`src/rtl/vga_layer_compositor_pkg.sv`:
```
// Shared VGA definitions: default 640x480 timing, RGB332 field helpers
// and the inter-stage bundle used by the compositor pipeline.
package vga_layer_compositor_pkg;

  localparam int DEF_H_ACTIVE = 640;
  localparam int DEF_H_FP     = 16;
  localparam int DEF_H_SYNC   = 96;
  localparam int DEF_H_BP     = 48;
  localparam int DEF_V_ACTIVE = 480;
  localparam int DEF_V_FP     = 10;
  localparam int DEF_V_SYNC   = 2;
  localparam int DEF_V_BP     = 33;

  localparam int RGB_W = 8;
  localparam logic [RGB_W-1:0] BLACK = 8'h00;

  function automatic logic [2:0] rgb_r(input logic [7:0] c);
    return c[7:5];
  endfunction

  function automatic logic [2:0] rgb_g(input logic [7:0] c);
    return c[4:2];
  endfunction

  function automatic logic [1:0] rgb_b(input logic [7:0] c);
    return c[1:0];
  endfunction

  typedef struct packed {
    logic active;
    logic hs;
    logic vs;
    logic eof;
  } stage1_t;

endpackage

```
`src/rtl/vga_timing_gen.sv`:
```
// VGA raster counters with stage-0 decode: sync, active window,
// active-area x/y, vblank-start and last-pixel-of-frame strobes.
module vga_timing_gen
  import vga_layer_compositor_pkg::*;
#(
  parameter int H_ACTIVE = DEF_H_ACTIVE,
  parameter int H_FP     = DEF_H_FP,
  parameter int H_SYNC   = DEF_H_SYNC,
  parameter int H_BP     = DEF_H_BP,
  parameter int V_ACTIVE = DEF_V_ACTIVE,
  parameter int V_FP     = DEF_V_FP,
  parameter int V_SYNC   = DEF_V_SYNC,
  parameter int V_BP     = DEF_V_BP,
  parameter bit SYNC_POL = 1'b0,
  parameter int CW       = 10
) (
  input  logic          clk,
  input  logic          reset,
  output logic          hs,
  output logic          vs,
  output logic          active,
  output logic [CW-1:0] x,
  output logic [CW-1:0] y,
  output logic          vblank_start,
  output logic          frame_end
);

  localparam int H_TOTAL = H_ACTIVE + H_FP + H_SYNC + H_BP;
  localparam int V_TOTAL = V_ACTIVE + V_FP + V_SYNC + V_BP;
  localparam int H_START = H_SYNC + H_BP;
  localparam int V_START = V_SYNC + V_BP;
  localparam int H_STOP  = H_START + H_ACTIVE;
  localparam int V_STOP  = V_START + V_ACTIVE;
  localparam int HW      = $clog2(H_TOTAL);
  localparam int VW      = $clog2(V_TOTAL);

  logic [HW-1:0] hcount;
  logic [VW-1:0] vcount;
  logic          h_end;
  logic          v_end;
  logic          h_act;
  logic          v_act;

  assign h_end = (hcount == HW'(H_TOTAL - 1));
  assign v_end = (vcount == VW'(V_TOTAL - 1));

  always_ff @(posedge clk) begin
    if (!reset) begin
      hcount <= '0;
      vcount <= '0;
    end else begin
      hcount <= h_end ? '0 : hcount + HW'(1);
      if (h_end)
        vcount <= v_end ? '0 : vcount + VW'(1);
    end
  end

  assign h_act = (hcount >= HW'(H_START)) && (hcount < HW'(H_STOP));
  assign v_act = (vcount >= VW'(V_START)) && (vcount < VW'(V_STOP));

  assign hs     = (hcount < HW'(H_SYNC)) ? SYNC_POL : ~SYNC_POL;
  assign vs     = (vcount < VW'(V_SYNC)) ? SYNC_POL : ~SYNC_POL;
  assign active = h_act && v_act;
  assign x      = CW'(hcount - HW'(H_START));
  assign y      = CW'(vcount - VW'(V_START));

  assign vblank_start = (hcount == '0) && (vcount == VW'(V_STOP));
  assign frame_end    = h_end && v_end;

endmodule

```
`src/rtl/vga_layer_compositor.sv`:
```
// Composites NUM_LAYERS frame-latched rectangles over a live background
// and drives RGB332 plus sync, all aligned two cycles after the counters.
module vga_layer_compositor
  import vga_layer_compositor_pkg::*;
#(
  parameter int H_ACTIVE   = DEF_H_ACTIVE,
  parameter int H_FP       = DEF_H_FP,
  parameter int H_SYNC     = DEF_H_SYNC,
  parameter int H_BP       = DEF_H_BP,
  parameter int V_ACTIVE   = DEF_V_ACTIVE,
  parameter int V_FP       = DEF_V_FP,
  parameter int V_SYNC     = DEF_V_SYNC,
  parameter int V_BP       = DEF_V_BP,
  parameter bit SYNC_POL   = 1'b0,
  parameter int NUM_LAYERS = 4,
  parameter int CW         = 10
) (
  input  logic                       clk25M,
  input  logic                       reset,
  input  logic [NUM_LAYERS-1:0]      layer_en,
  input  logic [NUM_LAYERS*CW-1:0]   layer_x,
  input  logic [NUM_LAYERS*CW-1:0]   layer_y,
  input  logic [NUM_LAYERS*CW-1:0]   layer_w,
  input  logic [NUM_LAYERS*CW-1:0]   layer_h,
  input  logic [NUM_LAYERS*8-1:0]    layer_rgb,
  input  logic [7:0]                 bg_rgb,
  output logic [2:0]                 red,
  output logic [2:0]                 green,
  output logic [1:0]                 blue,
  output logic                       HS,
  output logic                       VS,
  output logic                       endofframe,
  output logic [15:0]                frame_count,
  output logic [CW-1:0]              pixel_x
);

  logic          hs0;
  logic          vs0;
  logic          act0;
  logic [CW-1:0] x0;
  logic [CW-1:0] y0;
  logic          vbs0;
  logic          fend0;

  vga_timing_gen #(
    .H_ACTIVE (H_ACTIVE),
    .H_FP     (H_FP),
    .H_SYNC   (H_SYNC),
    .H_BP     (H_BP),
    .V_ACTIVE (V_ACTIVE),
    .V_FP     (V_FP),
    .V_SYNC   (V_SYNC),
    .V_BP     (V_BP),
    .SYNC_POL (SYNC_POL),
    .CW       (CW)
  ) u_timing (
    .clk          (clk25M),
    .reset        (reset),
    .hs           (hs0),
    .vs           (vs0),
    .active       (act0),
    .x            (x0),
    .y            (y0),
    .vblank_start (vbs0),
    .frame_end    (fend0)
  );

  logic [NUM_LAYERS-1:0]    sh_en;
  logic [NUM_LAYERS*CW-1:0] sh_x;
  logic [NUM_LAYERS*CW-1:0] sh_y;
  logic [NUM_LAYERS*CW-1:0] sh_w;
  logic [NUM_LAYERS*CW-1:0] sh_h;
  logic [NUM_LAYERS*8-1:0]  sh_rgb;

  // Geometry swaps only on the last pixel of a frame, so no tearing.
  always_ff @(posedge clk25M) begin
    if (!reset) begin
      sh_en  <= '0;
      sh_x   <= '0;
      sh_y   <= '0;
      sh_w   <= '0;
      sh_h   <= '0;
      sh_rgb <= '0;
    end else if (fend0) begin
      sh_en  <= layer_en;
      sh_x   <= layer_x;
      sh_y   <= layer_y;
      sh_w   <= layer_w;
      sh_h   <= layer_h;
      sh_rgb <= layer_rgb;
    end
  end

  logic [NUM_LAYERS-1:0] hit;

  // CW+1 bit sums keep right/bottom edges past the screen from wrapping.
  always_comb begin
    hit = '0;
    for (int i = 0; i < NUM_LAYERS; i++) begin
      hit[i] = sh_en[i]
        && ({1'b0, x0} >= {1'b0, sh_x[i*CW +: CW]})
        && ({1'b0, x0} <  {1'b0, sh_x[i*CW +: CW]}
                        + {1'b0, sh_w[i*CW +: CW]})
        && ({1'b0, y0} >= {1'b0, sh_y[i*CW +: CW]})
        && ({1'b0, y0} <  {1'b0, sh_y[i*CW +: CW]}
                        + {1'b0, sh_h[i*CW +: CW]});
    end
  end

  stage1_t               s1;
  logic [NUM_LAYERS-1:0] hit1;

  always_ff @(posedge clk25M) begin
    if (!reset) begin
      s1   <= '{active: 1'b0, hs: ~SYNC_POL, vs: ~SYNC_POL, eof: 1'b0};
      hit1 <= '0;
    end else begin
      s1   <= '{active: act0, hs: hs0, vs: vs0, eof: vbs0};
      hit1 <= hit;
    end
  end

  logic [7:0] colour;

  // Walk from the top index down so the lowest hitting index wins.
  always_comb begin
    colour = bg_rgb;
    for (int i = NUM_LAYERS - 1; i >= 0; i--) begin
      if (hit1[i])
        colour = sh_rgb[i*8 +: 8];
    end
    if (!s1.active)
      colour = BLACK;
  end

  always_ff @(posedge clk25M) begin
    if (!reset) begin
      red         <= '0;
      green       <= '0;
      blue        <= '0;
      HS          <= ~SYNC_POL;
      VS          <= ~SYNC_POL;
      endofframe  <= 1'b0;
      frame_count <= '0;
    end else begin
      red         <= rgb_r(colour);
      green       <= rgb_g(colour);
      blue        <= rgb_b(colour);
      HS          <= s1.hs;
      VS          <= s1.vs;
      endofframe  <= s1.eof;
      frame_count <= frame_count + {15'd0, s1.eof};
    end
  end

  assign pixel_x = x0;

endmodule

```
`config.mk`:
```
export PLATFORM = sky130hd
export DESIGN_NAME = vga_layer_compositor
export DESIGN_NICKNAME = d
export VERILOG_FILES = /design/src/rtl/vga_layer_compositor_pkg.sv /design/src/rtl/vga_timing_gen.sv /design/src/rtl/vga_layer_compositor.sv
export SDC_FILE = /design/constraint.sdc
export NUM_CORES = 1
export LEC_CHECK = 0
export ABC_AREA = 1
export CAP_MARGIN = 20
export CELL_PAD_IN_SITES_DETAIL_PLACEMENT = 0
export CELL_PAD_IN_SITES_GLOBAL_PLACEMENT = 1
export CORE_ASPECT_RATIO = 2
export CORE_UTILIZATION = 40
export CTS_CLUSTER_SIZE = 14
export DETAILED_ROUTE_END_ITERATION = 8
export MAX_ROUTING_LAYER = met4
export PLACE_DENSITY_LB_ADDON = 0.1
export RECOVER_POWER = 50
export SYNTH_ARGS = -nofsm -noshare
export SYNTH_HDL_FRONTEND = slang
export SYNTH_HIERARCHICAL = 1
export SYNTH_SLANG_ARGS = --single-unit
```
`constraint.sdc`:
```
create_clock -name clk25M -period 7.65 [get_ports clk25M]
set_clock_uncertainty 0.1 [all_clocks]
set_input_delay 0.765 -clock clk25M [delete_from_list [all_inputs] [get_ports clk25M]]
set_output_delay 0.765 -clock clk25M [all_outputs]
set_load 0.02 [all_outputs]
```
# Word level (Yosys, flattened, before mapping)
# Cells that the tools add are included.
# W data, S select, Z words.
[word_totals]
register_bits = 251
inputBits = 206
[classes]
add_sub_neg = 13
order_cmp = 22
n_eq_ne = 3
muxes = 7
n_bitwise = 1
n_reduce_logical = 24
[ops]
columns = ["cell", "n"]
rows = [
  ["$add A10 B10 Y11", 8],
  ["$lt A10 B11 Y1", 8],
  ["$ge A10 B10 Y1", 8],
  ["$mux W8", 4],
  ["$eq A10 B10 Y1 const B", 3],
  ["$logic_and A1 B1 Y1", 21],
  ["$add A10 B1 Y10 const B", 2],
  ["$lt A10 B10 Y1 const B", 2],
  ["$add A16 B1 Y16", 1],
  ["$ge A10 B6 Y1 const B", 1],
  ["$ge A10 B8 Y1 const B", 1],
  ["$logic_not A10 Y1", 1],
  ["$lt A10 B2 Y1 const B", 1],
  ["$lt A10 B7 Y1 const B", 1],
  ["$mux W10", 1],
  ["$sub A10 B6 Y10 const B", 1],
  ["$sub A10 B8 Y10 const B", 1],
  ["$mux W1", 2],
  ["$reduce_and A2 Y1", 1],
  ["$reduce_or A2 Y1", 1],
  ["$not A1 Y1", 1],
]

# Depth between registers and ports, before layout
[logic_depth]
word_depth = 6
mapped_depth = 19
depth_no_buf = 19

# Cells and area by module
# The synthesis kept the hierarchy.
[by_module_without_submodules]
columns = ["mod", "instances", "cells_per_inst", "area_each_um2", "seq_area_each_um2"]
rows = [
  ["vga_layer_compositor", 1, 2136, 15282.2, 4624.4],
  ["vga_timing_gen", 1, 228, 1447.6, 400.4],
]

# Least setup slack after synthesis
# OpenSTA, ideal clock, no wires.
[synth_path]
path_kind = "register to register"
startpoint = "register u_timing.hcount[4]"
endpoint = "register hit1[0]"
setup_time_ps = 112
t_arrival_ps = 2720
t_required_ps = 7438
slack_ps = 4718
stages_incl_launch_ff = 11
n_path_buf = 0
synth_period_minus_slack_ps = 2932
path_cell_list = "dfxtp_1 > inv_1 > nand3_1 > nand2_1 > o21ai_0 > ha_1 > a21oi_1 > o21a_1 > nand4_1 > nand4_1 > nor2_1"
[synth_between]
elab_chain_len = 6
word_cells_on_any_way = 7
[synth_lines]
columns = ["element", "line_no", "source"]
rows = [
  ["start, declared", "vga_timing_gen.sv:37", "logic [HW-1:0] hcount;"],
  ["start signal, assigned", "vga_timing_gen.sv:52", "hcount <= h_end ? '0 : hcount + HW'(1);"],
  ["$sub A10 B8 Y10 (*)", "vga_timing_gen.sv:64", "assign x = CW'(hcount - HW'(H_START));"],
  ["named net pixel_x[4]", "vga_layer_compositor.sv:34", "output logic [CW-1:0] pixel_x"],
  ["$ge A10 B10 Y1", "vga_layer_compositor.sv:101", "&& ({1'b0, x0} >= {1'b0, sh_x[i*CW +: CW]})"],
  ["$logic_and A1 B1 Y1", "vga_layer_compositor.sv:101", ""],
  ["$logic_and A1 B1 Y1 (*)", "vga_layer_compositor.sv:102", "&& ({1'b0, x0} < {1'b0, sh_x[i*CW +: CW]}"],
  ["$logic_and A1 B1 Y1 (*)", "vga_layer_compositor.sv:104", "&& ({1'b0, y0} >= {1'b0, sh_y[i*CW +: CW]})"],
  ["$logic_and A1 B1 Y1 (*)", "vga_layer_compositor.sv:105", "&& ({1'b0, y0} < {1'b0, sh_y[i*CW +: CW]}"],
  ["end signal, assigned", "vga_layer_compositor.sv:119", "hit1 <= hit;"],
  ["end, declared", "vga_layer_compositor.sv:111", "logic [NUM_LAYERS-1:0] hit1;"],
]
# Mark *: on every way through the listed nets, which the timed path passes. The rest lies on a longest branch.
# A chain may end at the register's enable or synchronous reset.

==> flow_metrics.py <==
metrics = {
    "status": {
        "status": "finished, violations left",
        "failed_checks": "max-capacitance violations, max-slew violations",
    },
    "min_path": {
        "hold_depth": 1,
        "hold_path_class": "register to register",
        "holdCritStartpoint": "s1[2]",
    },
    "placement": {
        "place_ws_ns": 3.69,
        "io_buffers": 242,
        "placed_cells": 3072,
        "gp_congestion": 0.916,
        "hpwl_mm": 39.7,
    },
    "flow_run": {
        "max_cap_violations": 1,
    },
    "synth": {
        "ys_async_sr_fraction_pct": 0,
        "synth_area_leaders": "dfxtp_1, ha_1, nor2_1",
        "synth_edf_count": 0,
        "synth_flop_cell": "dfxtp_1",
        "ys_types": 37,
        "synth_top_cell_area_share_pct": 30.0,
        "yosysSeqAreaShare_pct": 30.0,
        "synth_area_leader_cell": "dfxtp_1",
        "synth_seq_cells": 251,
        "syn_area_per_cell_sq_um": 7.08,
        "mappedNetlistArea_sq_mm": 0.0167,
        "yosys_warnings": 6,
        "mappedNetlistNets": 2819,
        "synth_cells": 2364,
    },
    "sta": {
        "finalWorstSetupSlack_ns": 2.81,
        "whs_ns": 0.331,
        "fin_crit_sh_pct": 63.3,
        "rsz0062_at_grt": "no",
        "drv_slew": 102,
        "clock.fmax_ghz": 0.207,
        "relSlewSlack_pct": -174,
        "min_period_ns": 4.84,
        "setup_violations": 0,
        "setup_tns_ns": 0,
        "final_hold_viol_count": 0,
        "worst-slew-pin-transition_ns": 4.12,
    },
    "clocking": {
        "numCtsBuffers": 26,
        "ctsHoldBuffers": 0,
        "clkLatencyLatePin_ns": 0.57,
        "htreeDepth": 1,
        "clockBufferDepth": 3,
        "root_buffer": "clkbuf_16",
        "cts_num_sinks": 251,
        "clk_pin_slew_worst_paths_ns": 0.06,
        "cts_tree": "built",
        "cts_setup_buffers": 0,
        "post_cts_resized": 0,
    },
    "finish": {
        "drive_gt1_share_pct": 2.86,
        "nNetsFinal": 3021,
        "syn_to_final_growth_pct": 22.0,
        "finalNonFillerCells": 3122,
    },
    "power_and_ir_drop": {
        "p_int_mw": 2.24,
        "power_switching_mw": 0.652,
        "total_power_mw": 2.89,
        "static-leakage-power_nw": 9.10,
        "seqPwrFrac_pct": 45.4,
        "comb_power_share_pct": 6.8,
        "p_clk_share_pct": 47.8,
        "swShare_pct": 22.6,
        "pwr_density_cell_mw_per_mm2": 141,
        "vdd_ir_drop_max_mv": 0.152,
    },
    "floorplanning": {
        "die-height_um": 291,
        "ioPinCount": 243,
        "dieArea_sq_mm": 0.0427,
        "rows": 105,
        "die_w_um": 147,
        "core_area_sq_mm": 0.0411,
        "start_util_pct": 40.7,
    },
    "setup_path": {
        "startpoint_type": "input port",
        "critical_path_required_ns": 8.03,
        "rr_startpoint": "u_timing/hcount[5]",
        "crit_fanout": 125,
        "critPathLaunch": "reset",
        "r2r_slack_ns": 3.35,
        "crit_path_end_kind": "register",
        "r2r_cells": 12,
        "critPathArrivalTime_ns": 5.22,
        "critPathKind": "input port to register",
    },
    "routing": {
        "vias_per_cell": 5.10,
        "route.vias.total": 15900,
        "wl_mm": 52.3,
        "avgRoutedWirePerCell_um": 16.8,
        "first_pass_iters": 5,
        "drt_iter0_markers": 512,
        "drc": 0,
        "antenna_left": 0,
    },
    "global_routing": {
        "grt_pass1_wl_mm": 82.4,
        "grt_pass1_vias": 16200,
        "antenna_found_initial": 3,
        "grt_max_degree": 203,
        "grtUsageTotal_pct": 25.2,
        "grt-ovfl-total": 0,
    },
}
Yosys cell counts (2+ instances only):
library cell,n
nor3_1,10
inv_2,3
dfxtp_1,251
buf_2,35
nor2_4,3
clkbuf_1,40
nand2_1,395
fa_1,8
nor2_2,4
nand4_1,35
inv_1,242
a21oi_1,216
o21a_1,9
o21ai_0,241
xnor2_1,21
ha_1,241
o21bai_1,9
o211ai_1,8
buf_4,5
a31oi_1,10
xor2_1,53
o22ai_1,2
nand3_1,71
nor4_1,10
nor2_1,408
a21o_1,8
nand2_2,5
or2_2,4
nor2_8,2
a211oi_1,8
cell families (layout without fill, tap and decap cells):
family	after synthesis	after routing	synth area share, %
other	0	3	0
DFF	251	251	30.0
AOI/OAI and AO/OA	511	511	16.0
xor gates and xnor gates	74	74	3.87
and+or+nand+nor	951	951	23.3
adders and majority gates	249	249	19.0
buffers and inverters	328	548	7.82
worst max-delay path, stage by stage:
cell,delay [ns]
buf_6,0.58
clkbuf_1,2.88
o21ai_0,0.54
a21oi_1,0.30
through the flow:
step / util, % / area, sq um
after floorplan: - / 16700
after global placement: 47.5 / 19500
after detailed placement: 47.5 / 19500
after CTS: 49.8 / 20500
after global routing: 49.7 / 20400
final: 49.7 / 20400
cells in the final DEF, fill, tap and decap left out, types with 3 or more instances in the layout:
cell	n
dlygate4sd3_1	32
a21o_1	8
a211oi_1	8
a21oi_1	216
o211ai_1	8
nor4_1	10
nand2_1	395
fa_1	8
clkbuf_1	5
diode_2	3
nor2_1	414
dfxtp_1	251
clkbuf_16	26
nand2_2	5
buf_4	13
clkdlybuf4s50_1	209
clkbuf_8	5
clkinv_2	7
o21bai_1	9
a31oi_1	10
nor3_1	10
inv_1	241
ha_1	241
xor2_1	53
o21a_1	9
nand3_1	72
bufinv_16	4
o21ai_0	239
or2_2	4
xnor2_1	21
nand4_1	36
power groups by stage:
| stage | sequential [mW] | combinational [mW] | clock, mW |
|---|---|---|---|
| floorplan | 1.34 | 0.0571 | 0 |
| global placement | 1.34 | 0.196 | 0 |
| detailed placement | 1.34 | 0.196 | 0 |
| CTS | 1.31 | 0.198 | 1.42 |
| global route | 1.31 | 0.213 | 1.46 |
| finish | 1.31 | 0.196 | 1.38 |
final timing paths:
path	endpoint
worst min-delay path	HS
worst max-delay path	sh_x[9]
worst max register to register	sh_x[3]
worst min register to register	HS
state kept, by name, summed over array words and instances, names as in the netlist:
signal           flops
u_timing/hcount     10
green                3
VS                   1
sh_rgb              32
sh_w                40
HS                   1
hit1                 4
u_timing/vcount     10
sh_en                4
s1                   4
red                  3
frame_count         16
blue                 2
sh_x                40
sh_h                40
endofframe           1
sh_y                40
routing by layer:
layer  global-route usage (%)  share of wire, %
met1                     23.4                36
met4                     13.6               5.5
met3                     2.59               3.4
met5                        -                 0
met2                     49.3                55
final cells by class:
| cell class | count | area (sq um) |
|---|---|---|
| fill | 4194 | 20700 |
| multi-input combinational | 1785 | 10300 |
| sequential | 251 | 5020 |
| timing repair buffer | 256 | 2520 |
| inverter | 246 | 935 |
| clock buffer | 35 | 734 |
| tap | 535 | 669 |
| clock inverter | 11 | 180 |
| antenna | 3 | 7.51 |
(Power assumes the default switching activity.)
